[config.mk]
export PLATFORM = sky130hd
export DESIGN_NAME = mux_2_1_32
export DESIGN_NICKNAME = d
export VERILOG_FILES = /design/src/rtl/mux_2_1_32.sv
export SDC_FILE = /design/constraint.sdc
export NUM_CORES = 1
export LEC_CHECK = 0
export ABC_AREA = 0
export CORE_MARGIN = 2
export CORE_UTILIZATION = 38
export DETAILED_ROUTE_END_ITERATION = 6
export PLACE_DENSITY = 0.95
export SLEW_MARGIN = 20
export SYNTH_ARGS = -nofsm -noshare
export SYNTH_HDL_FRONTEND = slang
export SYNTH_SLANG_ARGS = --single-unit
[constraint.sdc]
create_clock -name CLK -period 4.35 [get_ports CLK]
set_clock_uncertainty 0.1 [all_clocks]
set_input_delay 0.435 -clock CLK [delete_from_list [all_inputs] [get_ports CLK]]
set_output_delay 0.435 -clock CLK [all_outputs]
set_load 0.02 [all_outputs]
[src/rtl/mux_2_1_32.sv]
// Next-PC 2:1 word select: C = Sel ? B : A, zero-cycle latency, no backpressure.
// Registered observation copies (C_q, Sel_q, saturating B_count) lag by one CLK edge.
module mux_2_1_32 #(
  parameter int WIDTH = 32,
  parameter int CNT_W = 16
) (
  input  logic             CLK,
  input  logic             Reset,
  input  logic [WIDTH-1:0] A,
  input  logic [WIDTH-1:0] B,
  input  logic             Sel,
  output logic [WIDTH-1:0] C,
  output logic [WIDTH-1:0] C_q,
  output logic             Sel_q,
  output logic [CNT_W-1:0] B_count
);

  localparam logic [CNT_W-1:0] CNT_ONE = {{(CNT_W-1){1'b0}}, 1'b1};
  localparam logic [CNT_W-1:0] CNT_MAX = {CNT_W{1'b1}};

  // An unknown or floating select falls through to A (sequential fetch).
  always_comb begin
    C = A;
    if (Sel) begin
      C = B;
    end
  end

  always_ff @(posedge CLK) begin
    if (Reset) begin
      C_q     <= '0;
      Sel_q   <= 1'b0;
      B_count <= '0;
    end else begin
      C_q <= C;
      if (Sel) begin
        Sel_q <= 1'b1;
        if (B_count != CNT_MAX) begin
          B_count <= B_count + CNT_ONE;
        end
      end else begin
        Sel_q <= 1'b0;
      end
    end
  end

endmodule

==> results of run 1 <==
[worst min-delay path by stage]
stage                          start         end  depth (start not counted)
after floorplan           B_count[7]  B_count[7]                          2
after global placement    B_count[4]  B_count[4]                          2
after detailed placement  B_count[4]  B_count[4]                          2
after CTS                 B_count[4]  B_count[4]                          2
after global routing      B_count[7]  B_count[7]                          2
final                     B_count[4]  B_count[4]                          2
[cells by family after synthesis]
group,after synthesis
compound gates,24
xor+xnor,1
simple gates,81
fa+ha+maj,1
flops,49
mux,36
buf+inv,13
[placed cells by master, fill, tap and decap left out]
master,Yosys,layout
sky130_fd_sc_hd__clkdlybuf4s50_1,0,145
sky130_fd_sc_hd__dfxtp_1,49,49
sky130_fd_sc_hd__nor2b_1,36,36
sky130_fd_sc_hd__mux2_2,34,34
sky130_fd_sc_hd__a21oi_1,9,9
sky130_fd_sc_hd__nor2_1,8,8
sky130_fd_sc_hd__nand2_1,8,8
sky130_fd_sc_hd__nand4_1,6,6
sky130_fd_sc_hd__clkbuf_8,0,6
sky130_fd_sc_hd__o21ai_0,5,5
sky130_fd_sc_hd__or3_1,5,5
sky130_fd_sc_hd__o31ai_1,4,4
sky130_fd_sc_hd__or4_1,4,4
sky130_fd_sc_hd__nor4_1,3,3
sky130_fd_sc_hd__nand3_1,2,2
sky130_fd_sc_hd__and3_1,2,2
sky130_fd_sc_hd__nor4_2,2,2
sky130_fd_sc_hd__buf_2,4,2
sky130_fd_sc_hd__nand3_2,1,1
sky130_fd_sc_hd__or2_1,1,1
sky130_fd_sc_hd__nor4b_1,1,1
sky130_fd_sc_hd__mux2_1,1,1
sky130_fd_sc_hd__inv_1,1,1
sky130_fd_sc_hd__o211ai_1,1,1
sky130_fd_sc_hd__and2_1,1,1
sky130_fd_sc_hd__nor3_1,1,1
sky130_fd_sc_hd__o31a_1,1,1
sky130_fd_sc_hd__o21ba_2,1,1
sky130_fd_sc_hd__a31oi_1,1,1
sky130_fd_sc_hd__o21a_1,1,1
sky130_fd_sc_hd__o41ai_2,1,1
sky130_fd_sc_hd__mux2i_1,1,1
sky130_fd_sc_hd__xor2_1,1,1
sky130_fd_sc_hd__ha_1,1,1
sky130_fd_sc_hd__clkbuf_1,4,1
[stage by stage]
step	utilization	cells	setup slack [ns]
after detailed placement	0.663	412	1.72
final	0.679	419	1.75
after global routing	0.679	419	1.66
after CTS	0.679	419	1.73
after global placement	0.663	412	1.77
after floorplan	-	205	2.43
[metal layers]
| layer | vias to the layer above | track usage | part of all wire |
|---|---|---|---|
| met5 | - | 0 | 0 |
| met4 | 0 | 0.0684 | 0.022 |
| met3 | 11 | 0.0782 | 0.090 |
| met2 | 97 | 0.364 | 0.52 |
| met1 | 958 | 0.203 | 0.37 |
| li1 | 1005 | - | - |
[final cells by class]
| cell class | instances | share of cell area |
|---|---|---|
| clock buffer | 7 | 0.0234 |
| inverter | 1 | 0.00102 |
| multi-input combinational | 143 | 0.289 |
| sequential | 49 | 0.266 |
| tap | 72 | 0.0244 |
| timing repair buffer | 147 | 0.396 |
[power groups by stage]
stage | clock [mW] | sequential, mW | combinational, mW
2_1_floorplan | 0 | 0.516 | 0.0909
3_3_place_gp | 0 | 0.487 | 0.271
3_5_place_dp | 0 | 0.489 | 0.276
4_1_cts | 0.278 | 0.478 | 0.278
5_1_grt | 0.304 | 0.480 | 0.290
6_report | 0.269 | 0.477 | 0.275
[flip-flops by register name (all words and copies together), names as in the netlist]
register and count:
B_count 16, C_q 32, Sel_q 1
[worst max-delay path: cells and delay by family]
family	cells	cell delay (ns)
mux	1	0.43
buf+inv	2	1.18
==> results, run 1 <==
- The number of global-route vias before repair came to 2034.
- The number of primary I/O pins is 148.
- Of the total power, combinational logic draws 0.269.
- The total vias in the final route is 2071.
- The slowest stage of the critical path is the sky130_fd_sc_hd__buf_2 cell.
- The H-tree depth reported by CTS is 2.
- Of the post-synthesis cell area, the dominant cell type holds 0.466.
- The data arrival time of the critical path is 2.06 ns.
- TritonCTS built the clock tree.
- In the final timing run, aggregate negative setup slack is 0 ns.
- The post-synthesis register bit count is 49.
- The filler cells instantiated in the layout total 421.
- The number of antenna violations at the first check in global routing is 0.
- The synthesized netlist contains 34 unique library cells.
- The initial core utilization is 0.387.
- Of the total synthesized cell area, the portion taken by full adders, half adders and majority gates is 0.00595.
- Timing would allow up to 0.385 GHz.
- The area occupied by registers is 981 um^2.
- The clock period minus final worst setup slack is 2.60 ns.
- The core area is 5440 um^2.
- The synthesis-to-finish area growth is 75.5%.
- The maximum number of pins on one net before global-route repair is 53.
- The number of endpoints failing setup at the final stage is 0.
- The net switching power of the design is 0.266 mW.
- The reported max-cap violation count is 0.
- Once the clock tree was built, the resizer swapped 0 gates to a different size.
- The die covers 6150 um^2.
- The power density over the cells is 277 nW/um^2.
- The average vias per placed instance is 4.94.
- Synthesis produced 205 cells.
- The flow ran to the end, and the final reports show no timing, DRC or antenna violations.
- The class of the tightest hold or removal check is reg2reg.
- The xor and xnor area share after synthesis is 0.00416.
- Sorting the synthesized cells by how often they occur yields 49 x sky130_fd_sc_hd__dfxtp_1, 36 x sky130_fd_sc_hd__nor2b_1, 34 x sky130_fd_sc_hd__mux2_2, 9 x sky130_fd_sc_hd__a21oi_1.
- The TritonCTS buffer count is 5.
- The finished cells cover 3690 um^2.
- CTS placed an instance of sky130_fd_sc_hd__clkbuf_8 at the clock tree root.
- The placed wire-length estimate after detailed placement is 4680 um.
- The endpoint of the lowest-slack register-to-register path is B_count[1].
- The total routing usage reported by global routing is 0.198.
- Counting flops with a built-in enable in the synthesized netlist gives 0.
- The antenna diode count is 0.
- Of the total synthesized cell area, the portion taken by AND, OR, NAND and NOR gates is 0.231.
- Setup repair after global routing left no endpoint under its margin.
- The total iterations of the first detailed-routing run is 4.
- The worst-case IR drop observed on VDD is 158 uV.
- By area, the combinational part of the netlist is dominated by simple AND/OR/NAND/NOR gates.
- The worst hold slack is 0.427 ns.
- The starting DRC count in detailed routing is 82.
- The sequential group share of total power is 0.468.
- The number of hold violations in the final report is 0.
- Of the total power, the share spent switching nets is 0.260.
- The footprint of the multi-input gates is 1070 um^2.
- By instance count, the leading cell after synthesis is sky130_fd_sc_hd__dfxtp_1.
- The most common flop cell mapped by yosys is sky130_fd_sc_hd__dfxtp_1.
- In the post-synthesis netlist, the biggest area contributors are sky130_fd_sc_hd__dfxtp_1 47%, sky130_fd_sc_hd__mux2_2 18%, sky130_fd_sc_hd__nor2b_1 11%.
- The type of element capturing the critical path is an output pin.
- In the final routed layout, each cell accounts on average for 14.6 um.
- The register-to-register path setup slack is 2.33 ns.
- For this design the static power due to leakage is 1.32 nW.
- The largest fanout on the critical path is 37.
- The delay contributed by the slowest stage of the critical path is 0.63 ns.
- The mean instance size in the synthesized netlist is 10.3 um^2.
- The clock insertion delay at the later pin of the skew report is 0.30 ns.
- The number of max-slew violations in the final report was 0.
- Data on the critical path is required at its endpoint by 3.82 ns.
- The fraction of final layout cells sized beyond drive strength 1 is 0.135.
- For this block, the routed nets add up to 6120 um of wire.
- In this run the core area contains 27 standard-cell rows.
- In the routed design, unresolved DRC markers number 0.
- The first global-routing pass estimated 9540 um of wire.
- The detail route stage leaves a number of antenna-violating nets equal to 0.
- The clock slew at the register clock pins of the worst setup and hold paths is 0.09 ns.
- Summing all placed instances gives a cell area of 3600 um^2.
- The clock net in this run drives a total of 49 sinks.
- Traced cell by cell, the critical path runs through buf_2, mux2_2, clkdlybuf4s50_1.
- The final net count is 415.
- The end point of the critical path is C[29].
- The number of nets handed over by synthesis was 273.
- The slew at the pin closest to its max-slew limit is 0.935 ns.
- The critical path is of the in2out type.
- The share of power burned in the clock network is 0.263.
- The share of the Yosys chip area taken by registers is 0.466.
- The count of warnings emitted by yosys is 0.
- Measured against the total synthesized area, the mux share comes to 0.192.
- In the finished design, the share of the clock period the worst path needs comes to 0.598.
- After clock tree synthesis, the flow added hold-fix buffers numbering 0.
- Tracing the worst setup path back leads to its startpoint at Sel.
- The kind of start point of the critical path is a primary input.
- Summed over all layers, the global routing overflow is 0.
- Of all flip-flops after synthesis, the portion carrying an async set or reset was 0.
- The global placer's final weighted congestion is 0.794.
- The total standard cell area after synthesis is 2100 um^2.
- The internal power component is 0.755 mW.
- The worst register-to-register path begins at B_count[8].
- During placement, the flow inserted port buffers numbering 147.
- The worst slew slack as a fraction of its limit is 0.377.
- The share of the synthesized area in compound gates (AO/OA/AOI/OAI) is 0.0744.
- Measured in cells, the most critical reg-to-reg path has a length of 4.
- The largest total area in the synthesized netlist belongs to sky130_fd_sc_hd__dfxtp_1.
- In this run the vertical extent of the chip is 78.4 um.
- The width of the die is 78.4 um.
- The design draws 1.02 mW.
- The worst-case clock buffer depth is 2.
- The post-CTS repair timing setup buffer count is 0.
Note: power is estimated with default switching activity, not from simulation.
==> run 2: changes to the inputs <==
--- a/config.mk
+++ b/config.mk
@@ -7,9 +7,9 @@
 export LEC_CHECK = 0
 export ABC_AREA = 0
 export CORE_MARGIN = 2
-export CORE_UTILIZATION = 38
+export CORE_UTILIZATION = 35
 export DETAILED_ROUTE_END_ITERATION = 6
-export PLACE_DENSITY = 0.95
+export PLACE_DENSITY = 0.92
 export SLEW_MARGIN = 20
 export SYNTH_ARGS = -nofsm -noshare
 export SYNTH_HDL_FRONTEND = slang
==> constraint.sdc (replaced) <==
create_clock -name CLK -period 2.5 [get_ports CLK]
set_clock_uncertainty 0.1 [all_clocks]
set_input_delay 0.25 -clock CLK [delete_from_list [all_inputs] [get_ports CLK]]
set_output_delay 0.25 -clock CLK [all_outputs]
set_load 0.02 [all_outputs]
==> results, run 2 (synthesized netlist as in run 1, its figures left out) <==
- The die is 81.5 um tall.
- The synthesis-to-finish area growth is 77.5%.
- The data arrival time of the critical path is 1.67 ns.
- The largest registers in the layout are C_q x32, B_count x16, Sel_q x1.
- The starting DRC count in detailed routing is 75.
- The launching instance or port of the critical path is Sel.
- The count of input and output buffers is 147.
- The share of power burned in combinational logic is 0.270.
- The number of antenna violations at the first check in global routing is 0.
- After clock tree synthesis, the clock-pin slew on the worst setup and hold paths is 0.09 ns.
- The flow ran to the end, and the final reports show no timing, DRC or antenna violations.
- At the end of the flow, the number of nets in the layout was 418.
- In this run the core area contains 28 standard-cell rows.
- The total iterations of the first detailed-routing run is 4.
- Routability-driven placement finished with a final weighted congestion of 0.813.
- Of the total power, the share spent switching nets is 0.262.
- For the pin with the worst max-slew slack, the measured transition is 0.506 ns.
- The class of the tightest hold or removal check is in2reg.
- The startpoint identified for the worst hold timing path is Reset.
- Entering global routing, the biggest net connects 29 pins.
- The worst path required time is 2.15 ns.
- The global-route wire length before repair is 9450 um.
- The clock tree synthesis step divided the H-tree into 2 levels.
- For this design the total switching power over the nets is 0.467 mW.
- In this run the standard cell core region covers 5850 um^2.
- The endpoint of the lowest-slack register-to-register path is B_count[1].
- The clock tree from TritonCTS is yes.
- The hold buffer count at cts is 0.
- The path with the worst hold slack has its endpoint at C_q[9].
- Once detail routing completed, the nets flagged for antenna violations numbered 0.
- The type of element capturing the critical path is an output pin.
- The sequential group share of total power is 0.465.
- The post-route fraction of the period consumed by the critical path is 0.807.
- In the layout the commonest cells are 145 x sky130_fd_sc_hd__clkdlybuf4s50_1, 49 x sky130_fd_sc_hd__dfxtp_1, 36 x sky130_fd_sc_hd__nor2b_1.
- Setup repair after global routing left no endpoint under its margin.
- The floorplan step defined a die boundary enclosing 6650 um^2.
- The worst pin sits at a relative slew slack of 0.662.
- The number of global-route vias before repair came to 2133.
- The number of clock buffers added by TritonCTS is 5.
- The worst register-to-register path has a setup slack of 0.54 ns.
- The largest fanout on the critical path is 27.
- The clock period minus final worst setup slack is 2.02 ns.
- Timing would allow up to 0.496 GHz.
- The filler cells instantiated in the layout total 467.
- After clock tree synthesis, the repair step resized 0 gates.
- The library cell used most frequently in the layout, excluding fill and tap cells, is sky130_fd_sc_hd__clkdlybuf4s50_1.
- Of the cells placed in the final design, the portion with a size suffix greater than 1 is 0.146.
- The kind of start point of the critical path is a primary input.
- After detailed routing, the number of vias per cell comes to 4.84.
- The post-detailed-route wirelength per cell is 14.0 um.
- In this run the static leakage power is 1.33 nW.
- For the worst flop-to-flop path, the logic depth is 4.
- The start-to-end type of the worst setup path is in2out.
- Summed over all nets, the half-perimeter wirelength after detailed placement is 4600 um.
- After detailed routing, the number of remaining DRC violations is 0.
- No sink is reached through more buffers than the 2 on the longest clock path.
- The clock sink count is 49.
- The width of the die is 81.5 um.
- In this run the critical register-to-register path is launched from B_count[8].
- 148 I/O pins were placed.
- The cell at the root of the clock tree is sky130_fd_sc_hd__clkbuf_8.
- 0 antenna diodes ended up in the layout.
- The worst supply voltage drop on vdd is 373 uV.
- The residual overflow from global routing is 0.
- The register name with the most flops is C_q.
- The final setup TNS is 0 ns.
- Setup violations remaining at the end of the flow were counted as 0.
- The initial core utilization is 0.359.
- Post-CTS timing repair inserted 0 buffers for setup.
- The reported max-cap violation count is 0.
- The flip-flop count of the largest register, all copies and words added is 32.
- Along the worst hold path, the cell count comes to 2.
- The aggregate routed wire length is 5930 um.
- The number of max-slew violations in the final report was 0.
- The number of hold violations in the final report is 0.
- The clock insertion delay at the later pin of the skew report is 0.29 ns.
- The worst hold slack is 0.301 ns.
- The total routing usage reported by global routing is 0.183.
- The share of power burned in the clock network is 0.264.
- The footprint of the multi-input gates is 1070 um^2.
- The detailed router placed 2058 vias in this run.
- The internal power component is 1.32 mW.
- The area occupied by registers is 981 um^2.
- Dividing total power by cell area gives a power density of 478 nW/um^2.
-- run 2: cell count changes in the layout (fill, tap and decap cells not counted) --
cell	change
sky130_fd_sc_hd__buf_12	+1
sky130_fd_sc_hd__clkinvlp_4	+1
sky130_fd_sc_hd__clkbuf_1	-1
sky130_fd_sc_hd__buf_4	+2
-- run 2: cell type report --
class                      instances  area share
clock inverter                     1     0.00201
tap                               75      0.0251
inverter                           1     0.00101
clock buffer                       6      0.0221
timing repair buffer             150       0.401
sequential                        49       0.263
multi-input combinational        143       0.286
-- run 2: worst max path at each step --
stage | slack (ns) | endpoint | cells past startpoint
after floorplan | 0.59 | B_count[14] | 5
after global placement | 0.51 | C[5] | 4
after detailed placement | 0.47 | C[8] | 4
after CTS | 0.47 | C[8] | 4
after global routing | 0.26 | B_count[5] | 4
final | 0.48 | C[8] | 4
-- run 2: stage by stage --
stage | utilization | power (mW) | cell area [um^2] | std cells | setup slack [ns]
6_report | 0.638 | 1.79 | 3730 | 425 | 0.484
5_1_grt | 0.638 | 1.86 | 3730 | 425 | 0.264
4_1_cts | 0.638 | 1.81 | 3730 | 425 | 0.473
3_5_place_dp | 0.623 | 1.34 | 3640 | 418 | 0.471
3_3_place_gp | 0.623 | 1.33 | 3640 | 418 | 0.510
2_1_floorplan | - | 1.06 | 2100 | 205 | 0.586
-- run 2: power by group through the flow --
stage	combinational, mW	clock (mW)	sequential, mW
floorplan	0.158	0	0.899
global placement	0.480	0	0.848
detailed placement	0.485	0	0.850
CTS	0.488	0.485	0.832
global route	0.511	0.512	0.835
finish	0.483	0.472	0.831
-- run 2: worst max-delay path, stage by stage --
cell	delay, ns
sky130_fd_sc_hd__buf_2	0.26
sky130_fd_sc_hd__buf_12	0.22
sky130_fd_sc_hd__mux2_2	0.36
sky130_fd_sc_hd__clkdlybuf4s50_1	0.56
-- run 2: routing by layer --
metal / vias up / GRT usage / routed length [um]
li1: 1009 / - / -
met1: 961 / 0.191 / 2290
met3: 4 / 0.0659 / 544
met2: 84 / 0.339 / 3040
met5: - / 0 / 0
met4: 0 / 0.0627 / 50
==> run 3: changes to the inputs <==
==> constraint.sdc (replaced) <==
create_clock -name CLK -period 2 [get_ports CLK]
set_clock_uncertainty 0.1 [all_clocks]
set_input_delay 0.2 -clock CLK [delete_from_list [all_inputs] [get_ports CLK]]
set_output_delay 0.2 -clock CLK [all_outputs]
set_load 0.02 [all_outputs]
==> results, run 3 (synthesized netlist as in run 1, its figures left out) <==
- The worst supply voltage drop on vdd is 362 uV.
- Detailed placement finished with a half-perimeter wire length of 4830 um.
- Leaving out fill and tap cells, the most frequent cell in the layout is sky130_fd_sc_hd__clkdlybuf4s50_1.
- Measured against its own limit, the worst slew margin works out to 0.690.
- Setup repair after global routing left no endpoint under its margin.
- The hold buffer count at cts is 0.
- TritonCTS built the clock tree.
- The starting DRC count in detailed routing is 88.
- In this run the vertical extent of the chip is 81.5 um.
- During I/O placement, the number of pins put on the boundary was 148.
- The clock slew at the register clock pins of the worst setup and hold paths is 0.09 ns.
- The fill cell instance count of the final layout is 466.
- The largest registers in the layout are C_q x32, B_count x16, Sel_q x1.
- The register with the most flip-flops in the layout has 32 of them.
- Counting I/O delays and the setup requirement, the final critical path takes 1.80 ns.
- The die covers 6650 um^2.
- After detailed routing, the number of remaining DRC violations is 0.
- The start-to-end type of the worst setup path is reg2reg.
- The number of global-route vias before repair was 2029.
- The number of endpoints failing setup at the final stage is 0.
- Input and output buffers added on the ports amount to 147.
- Hold timing on the final database bottoms out at a slack of 0.208 ns.
- The final net count is 421.
- The maximum number of pins on one net before global-route repair is 38.
- The synthesis-to-finish area growth is 79.0%.
- The residual overflow from global routing is 0.
- Of all nets on the critical path, the largest fanout is 7.
- The post-detailed-route wirelength per cell is 14.5 um.
- The power density over the cells is 593 nW/um^2.
- The reported max-cap violation count is 0.
- The TritonCTS buffer count is 5.
- In this run the worst hold path is classified as in2reg.
- In this run the horizontal extent of the chip is 81.5 um.
- In the finished design, the share of the clock period the worst path needs comes to 0.898.
- The top cell types in the final layout, fill and taps aside, are 145 x sky130_fd_sc_hd__clkdlybuf4s50_1, 49 x sky130_fd_sc_hd__dfxtp_1, 36 x sky130_fd_sc_hd__nor2b_1.
- Across every metal layer, demand over resource in global routing totals 0.184.
- The register with the most flip-flops in the final layout is C_q.
- The average vias per placed instance is 4.81.
- The core area is 5850 um^2.
- CTS built an H-tree with a depth of 2.
- The leakage component of the power is 1.35 nW.
- The number of antenna violations at the first check in global routing came to 0.
- The type of element capturing the critical path is a flip-flop.
- The global-route wire length before repair is 9330 um.
- Data on the critical path is required at its endpoint by 2.10 ns.
- Data arrives at the worst endpoint at 1.89 ns.
- Static timing analysis puts the maximum clock frequency at 0.557 GHz.
- The repair_antennas step left the layout with diodes totalling 0.
- The number of hold violations in the final report was 0.
- The final setup TNS is 0 ns.
- The slew at the pin closest to its max-slew limit is 0.461 ns.
- For the worst-skew pair, the clock arrives at the later sink with an insertion delay of 0.30 ns.
- The initial core utilization is 0.359.
- STA classifies the critical path startpoint as a flip-flop.
- The aggregate routed wire length is 6200 um.
- Of the cells placed in the final design, the portion with a size suffix greater than 1 is 0.159.
- The pre-antenna-repair detailed-routing pass consisted of 4 iterations.
- The global placer's final weighted congestion is 0.805.
- The flow ran to the end, and the final reports show no timing, DRC or antenna violations.
- Row generation in the floorplan step produced 28 rows.
- The tree is rooted in a sky130_fd_sc_hd__clkbuf_8.
- After layout, the worst setup slack is 0.204 ns.
- The tree built by TritonCTS fans out to 49 sinks.
- For this block, the via count after detailed routing is 2057.
- The worst-case clock buffer depth is 2.
- The number of max-slew violations in the final report is 0.
- The detail route stage leaves a number of antenna-violating nets equal to 0.
- At the placement stage, the worst setup path has a slack of 0.0846 ns.
## run 3: critical path, stage by stage, from the launching register on
cell and delay, ns:
sky130_fd_sc_hd__dfxtp_1 0.42, sky130_fd_sc_hd__nand4_1 0.32, sky130_fd_sc_hd__o41ai_2 0.57, sky130_fd_sc_hd__xor2_1 0.24
sky130_fd_sc_hd__nor2_1 0.06
## run 3: repair_timing
action	in CTS	in global routing
resized for setup	0	2
endpoints found under the setup margin	0	1
buffers inserted	0	0
endpoints found under the hold margin	0	0
## run 3: path summary, 6_finish.rpt
kind | slack, ns | from | to | depth (start not counted)
worst max-delay path | 0.20 | B_count[12] | B_count[0] | 4
worst min-delay path | 0.21 | Reset | C_q[8] | 2
worst max register to register | 0.20 | B_count[12] | B_count[0] | 4
worst min register to register | 0.43 | B_count[7] | B_count[7] | 2
## run 3: report_power, final
group / switching (mW) / total (mW) / internal, mW
registers: 0.0156 / 1.04 / 1.02
clock network: 0.315 / 0.589 / 0.274
logic: 0.256 / 0.607 / 0.351
total: 0.586 / 2.23 / 1.65
## run 3: metrics by stage
| stage | instance area, um^2 | utilization | power [mW] | instances |
|---|---|---|---|---|
| after global routing | 3760 | 0.643 | 2.33 | 428 |
| after CTS | 3760 | 0.642 | 2.27 | 428 |
| after detailed placement | 3670 | 0.627 | 1.67 | 421 |
| after global placement | 3670 | 0.627 | 1.66 | 421 |
| after floorplan | 2100 | - | 1.32 | 205 |
| final | 3760 | 0.643 | 2.23 | 428 |
## run 3: layer usage
metal | vias up | wire length, um | global-route usage
met5 | - | 0 | 0
met4 | 0 | 61 | 0.0542
met2 | 93 | 3270 | 0.343
li1 | 1019 | - | -
met1 | 939 | 2300 | 0.189
met3 | 6 | 566 | 0.0725
## run 3: layout make-up
cell class / instances / area, um^2 / area share
sequential: 49 / 981 / 0.261
clock inverter: 1 / 7.51 / 0.00199
timing repair buffer: 153 / 1520 / 0.403
multi-input combinational: 143 / 1080 / 0.286
tap: 75 / 93.8 / 0.0249
inverter: 1 / 3.75 / 0.000997
clock buffer: 6 / 82.6 / 0.0219
